--- config.mk ---
export PLATFORM = sky130hd
export DESIGN_NAME = feature_bank_reader
export DESIGN_NICKNAME = d
export VERILOG_FILES = /design/src/rtl/feature_bank_reader.sv
export SDC_FILE = /design/constraint.sdc
export NUM_CORES = 1
export LEC_CHECK = 0
export ABC_AREA = 1
export CORE_MARGIN = 5
export CORE_UTILIZATION = 30
export DETAILED_ROUTE_END_ITERATION = 12
export GPL_TIMING_DRIVEN = 1
export PLACE_DENSITY = 0.52
export SLEW_MARGIN = 20
export SYNTH_ARGS = -nofsm -noshare
export SYNTH_HDL_FRONTEND = slang
export SYNTH_SLANG_ARGS = --single-unit
--- constraint.sdc ---
create_clock -name clk -period 4 [get_ports clk]
set_clock_uncertainty 0.15 [all_clocks]
set_input_delay 1.2 -clock clk [delete_from_list [all_inputs] [get_ports clk]]
set_output_delay 1.2 -clock clk [all_outputs]
set_load 0.1 [all_outputs]
--- src/rtl/feature_bank_reader.sv ---
// Read sequencer: streams every row of the feature bank, in address order, to the
// clause engine over valid/ready. SPI writes to the bank pause issue; a 3-entry skid FIFO absorbs backpressure.
module feature_bank_reader #(
  parameter  int N_MEL   = 32,
  parameter  int N_FRAME = 64,
  localparam int ROWS    = 2 * N_MEL,
  localparam int AW      = $clog2(ROWS)
) (
  input  logic               clk,
  input  logic               rst_n,
  input  logic               start,
  input  logic               spi_wen_fe_bank_sync,
  output logic               feature_bank_ren,
  output logic [AW-1:0]      feature_rptr,
  input  logic [N_FRAME-1:0] feature_bank_rdata,
  output logic               out_valid,
  input  logic               out_ready,
  output logic [N_FRAME-1:0] out_data,
  output logic [AW-1:0]      out_row,
  output logic               out_last,
  output logic               busy,
  output logic               done
);

  typedef enum logic [1:0] {IDLE, ISSUE, DRAIN} state_t;

  typedef struct packed {
    logic [AW-1:0]      row;
    logic [N_FRAME-1:0] data;
  } entry_t;

  state_t        state;
  logic          inflight;
  logic [AW-1:0] row_q;
  entry_t        mem [3];
  logic [1:0]    wr_ptr;
  logic [1:0]    rd_ptr;
  logic [1:0]    count;
  logic [2:0]    credit;
  logic          push;
  logic          pop;
  entry_t        head;

  function automatic logic [1:0] next_ptr(input logic [1:0] p);
    return (p == 2'd2) ? 2'd0 : p + 2'd1;
  endfunction

  // Credit covers both stored rows and the read still in the bank pipeline,
  // so issue never depends on out_ready and the FIFO cannot overflow.
  assign credit           = {1'b0, count} + {2'b00, inflight};
  assign feature_bank_ren = (state == ISSUE) && !spi_wen_fe_bank_sync && (credit < 3'd3);

  assign push      = inflight;
  assign head      = mem[rd_ptr];
  assign out_valid = (count != 2'd0);
  assign pop       = out_valid && out_ready;
  assign out_data  = head.data;
  assign out_row   = head.row;
  assign out_last  = out_valid && (head.row == AW'(ROWS - 1));

  // NOTE: sequential state is updated with non-blocking assignments only, so every
  // register samples pre-edge values regardless of statement order.
  always_ff @(posedge clk or negedge rst_n) begin
    if (!rst_n) begin
      state        <= IDLE;
      feature_rptr <= '0;
      inflight     <= 1'b0;
      row_q        <= '0;
      busy         <= 1'b0;
      done         <= 1'b0;
    end else begin
      done     <= 1'b0;
      inflight <= feature_bank_ren;
      if (feature_bank_ren) row_q <= feature_rptr;
      unique case (state)
        IDLE: begin
          if (start) begin
            state        <= ISSUE;
            feature_rptr <= '0;
            busy         <= 1'b1;
          end
        end
        ISSUE: begin
          if (feature_bank_ren) begin
            feature_rptr <= feature_rptr + AW'(1);
            if (feature_rptr == AW'(ROWS - 1)) state <= DRAIN;
          end
        end
        DRAIN: begin
          if (pop && out_last) begin
            state <= IDLE;
            busy  <= 1'b0;
            done  <= 1'b1;
          end
        end
        default: state <= IDLE;
      endcase
    end
  end

  // NOTE: the skid storage is reset as well, because out_data/out_row are driven
  // straight from the head entry and must read as zero out of reset.
  always_ff @(posedge clk or negedge rst_n) begin
    if (!rst_n) begin
      for (int i = 0; i < 3; i++) mem[i] <= '0;
      wr_ptr <= '0;
      rd_ptr <= '0;
      count  <= '0;
    end else begin
      if (push) begin
        mem[wr_ptr] <= '{row: row_q, data: feature_bank_rdata};
        wr_ptr      <= next_ptr(wr_ptr);
      end
      if (pop) rd_ptr <= next_ptr(rd_ptr);
      unique case ({push, pop})
        2'b10:   count <= count + 2'd1;
        2'b01:   count <= count - 2'd1;
        default: count <= count;
      endcase
    end
  end

endmodule

==> results list <==
* Result of the run: finished clean
- At the worst endpoint, the arrival time is 2530 ps.
- Of all flip-flops after synthesis, the portion carrying an async set or reset was 1.00.
* Nets in the synthesized netlist: 1,251
- Synthesis inferred 233 register bits.
* Slew at the pin closest to its max-slew limit: 854 ps
- In this run the critical register-to-register path is launched from inflight$_DFF_PN0_.
* Die W: 193 um
- Dividing the detail-routed via count by the number of cells gives 4.59.
* Largest net degree at the start of global routing: between 90 and 100
- The congestion estimate from routability-driven global placement came to approximately 0.75.
* R2R Setup Slk: 1820 ps
- Yosys printed 0 warnings.
* Endpoint class of the critical path: primary output
* Area of the placeable core: 33,400 um2
- Total Nets Final: ~1.4k
* Cells taking the most area after synthesis: sky130_fd_sc_hd__dfrtp_1, sky130_fd_sc_hd__nand2_1, sky130_fd_sc_hd__o21ai_0
- Layout cells sized above 1: 0.133
- Met1 layer wirelength in the final routing: around 13 mm
- Level count of the clock H-tree: 1
- The first detailed-routing pass ran for 5 iterations.
- Worst min-delay path class: flip-flop to flip-flop
- The clock drives ~230 sinks.
* Area fraction of the dominant cell type after synthesis: 0.578
* Number of input and output port buffers inserted: 149
* Count of inserted antenna diode cells: 0
- STA classifies the critical path startpoint as a flip-flop.
* Yosys cell types: 25
- The first routing iteration left 420 violations.
- EDFF count, synth: 0
- Across the run, the number of max-cap violations was 0.
- For this run, the leading register cell type out of synthesis is sky130_fd_sc_hd__dfrtp_1.
- Counting along the longest clock path gives a buffer depth of 3.
* Avg Inst Size Synth: 8.56 um2
* Clock tree from TritonCTS: done
* Initial antenna violation count: 0
- Vias after detailed routing: 8,122
* Post-DP HPWL: around 17 mm
* Setup violations, final: 0
- Routed length on met3: about 1.4 mm
- Post-DRT Antenna Nets: 0
- The tree is rooted in a sky130_fd_sc_hd__clkbuf_16.
- Number of hold-slack violations in the final timing report: 0
- The critical path is of the flip-flop to primary output type.
- The cell area that synthesis handed to floorplanning was 10,100 um2.
- Slew Limit Fails: 0
- Critical register-to-register path endpoint: feature_rptr[5]$_DFFE_PN0P_
* Share of the core filled with cells: 0.412
- The via count of the first global-routing pass is 8,423.
- Number of buffers inserted during clock tree synthesis: 28
- Post-CTS repair changed the size of 0 cells.
- The total overflow left after global routing is 0.
* Sum of routed wire length over all layers: 27.1 mm
- Buffer count from post-CTS setup fixing: 0
- Seq/Total Area, Yosys: 0.578
- Site row count: 67
* Reg2reg path depth: 12
* Post-route fraction of the period consumed by the critical path: 0.969
* Wire length of the first global-routing pass: 45.7 mm
- The routed design uses ~13 mm of met2 wire.
- Timing-limited maximum frequency: 258 MHz
- The die covers 37,400 um2.
* Initial standard-cell utilization of the core: 0.302
* Largest fanout of any net on the critical path: 39
- Tightest slew margin relative to the limit: 0.430
- For the worst-skew pair, the clock arrives at the later sink with an insertion delay of 530 ps.
- Routed length per instance: roughly 15 um
- Post-cts hold buffer count: 0
- The biggest area contributor in the post-synthesis netlist is sky130_fd_sc_hd__dfrtp_1.
* Boundary Pins: 150
- Signal routing reaches up to met4.
- Setup repair after global routing missed its margin: true
* Time the worst path needs with I/O delays and setup: slightly below 4000 ps
- From synthesis to final layout, the design area changed by 36.2%.
- For this run, the total global-route usage over all layers was measured as 0.145.
* Crit path required time: 2650 ps
- Vert. Die Dim: roughly 190 um
* DRC viols: 0
- The cell count after synthesis came out at 1,178.
* Critical path launch point: rd_ptr[0]$_DFFE_PN0P_
- The critical path ends at out_last.
* Clock-pin slew on the worst setup and hold paths: 50 ps
-- cell families (layout without fill, tap and decap cells) --
group,after synthesis,after routing,synth area share
AO/OA/AOI/OAI,228,228,0.113
XOR/XNOR,3,3,0.00261
adder cells (fa/ha/maj),4,4,0.00496
buffers and inverters,167,310,0.0697
flip-flops,233,233,0.578
AND/OR/NAND/NOR,543,543,0.231
-- layout make-up --
class,count,area (um2)
Sequential cell,233,5830
Multi-Input combinational cell,778,3600
Fill cell,3361,19600
Clock buffer,35,778
Clock inverter,15,208
Tap cell,448,561
Inverter,92,348
Timing Repair Buffer,168,2400
-- worst max-delay path: stages, from the launching register on --
cell and delay [ps]:
sky130_fd_sc_hd__dfrtp_4 720, sky130_fd_sc_hd__nor2_4 350, sky130_fd_sc_hd__nand2_1 110, sky130_fd_sc_hd__nand3_2 120, sky130_fd_sc_hd__nand2_1 120, sky130_fd_sc_hd__nor4_4 360, sky130_fd_sc_hd__buf_12 220
-- sequential cells by signal, summed over array words and instances (netlist names) --
signal	cells
inflight	1
rd_ptr	2
done	1
busy	1
wr_ptr	2
mem	210
state	2
row_q	6
count	2
feature_rptr	6
-- worst min-delay path by stage --
stage,startpoint,end,cells after the start
final,busy$_DFFE_PN0P_,busy$_DFFE_PN0P_,2
after global routing,mem[21]$_DFFE_PN0P_,mem[21]$_DFFE_PN0P_,2
after CTS,busy$_DFFE_PN0P_,busy$_DFFE_PN0P_,2
after detailed placement,busy$_DFFE_PN0P_,busy$_DFFE_PN0P_,2
after global placement,mem[18]$_DFFE_PN0P_,mem[18]$_DFFE_PN0P_,2
after floorplan,mem[204]$_DFFE_PN0P_,mem[204]$_DFFE_PN0P_,2
-- metal layers --
metal	track usage	up-vias
met2	0.239	158
met3	0.0318	34
met5	0	-
li1	-	4056
met4	0.0296	0
met1	0.199	3874
-- per-stage QoR --
| stage | hold slack (ps) | worst slack [ps] | instance area [um2] | std cells | setup TNS, ps |
|---|---|---|---|---|---|
| after floorplan | 303 | 206 | 10100 | 1178 | 0 |
| after global placement | 315 | 387 | 12700 | 1719 | 0 |
| after detailed placement | 319 | 417 | 12700 | 1719 | 0 |
| after CTS | 333 | 70.3 | 13700 | 1769 | 0 |
| after global routing | 350 | -9.35 | 13700 | 1769 | -9.35 |
| final | 328 | 123 | 13700 | 1769 | 0 |
-- synthesized netlist by cell type (2+ instances only) --
library cell               instances
sky130_fd_sc_hd__nor2_1            7
sky130_fd_sc_hd__nand3_2           8
sky130_fd_sc_hd__clkbuf_1         26
sky130_fd_sc_hd__buf_2            47
sky130_fd_sc_hd__nor3_1            2
sky130_fd_sc_hd__dfrtp_1         233
sky130_fd_sc_hd__inv_1            87
sky130_fd_sc_hd__buf_6             2
sky130_fd_sc_hd__nand2_1         369
sky130_fd_sc_hd__nand3_1         144
sky130_fd_sc_hd__xnor2_1           2
sky130_fd_sc_hd__a21oi_1           4
sky130_fd_sc_hd__nor2_4            2
sky130_fd_sc_hd__nand4_1           2
sky130_fd_sc_hd__inv_2             4
sky130_fd_sc_hd__o21ai_0         223
sky130_fd_sc_hd__nor2_2            5
sky130_fd_sc_hd__ha_1              4
-- layout by cell type, fill, tap and decap left out, types with 4 or more instances in the layout --
master,instances
sky130_fd_sc_hd__a21oi_1,4
sky130_fd_sc_hd__buf_12,77
sky130_fd_sc_hd__buf_4,22
sky130_fd_sc_hd__bufinv_16,5
sky130_fd_sc_hd__clkbuf_16,29
sky130_fd_sc_hd__clkdlybuf4s50_1,67
sky130_fd_sc_hd__clkinv_2,8
sky130_fd_sc_hd__dfrtp_1,232
sky130_fd_sc_hd__ha_1,4
sky130_fd_sc_hd__inv_1,87
sky130_fd_sc_hd__inv_2,4
sky130_fd_sc_hd__nand2_1,369
sky130_fd_sc_hd__nand3_1,141
sky130_fd_sc_hd__nand3_2,8
sky130_fd_sc_hd__nand3_4,4
sky130_fd_sc_hd__nor2_1,7
sky130_fd_sc_hd__nor2_2,5
sky130_fd_sc_hd__o21ai_0,223
Power is not shown: default switching activity piles up to over one toggle a cycle in this logic, so the estimate is an artifact.
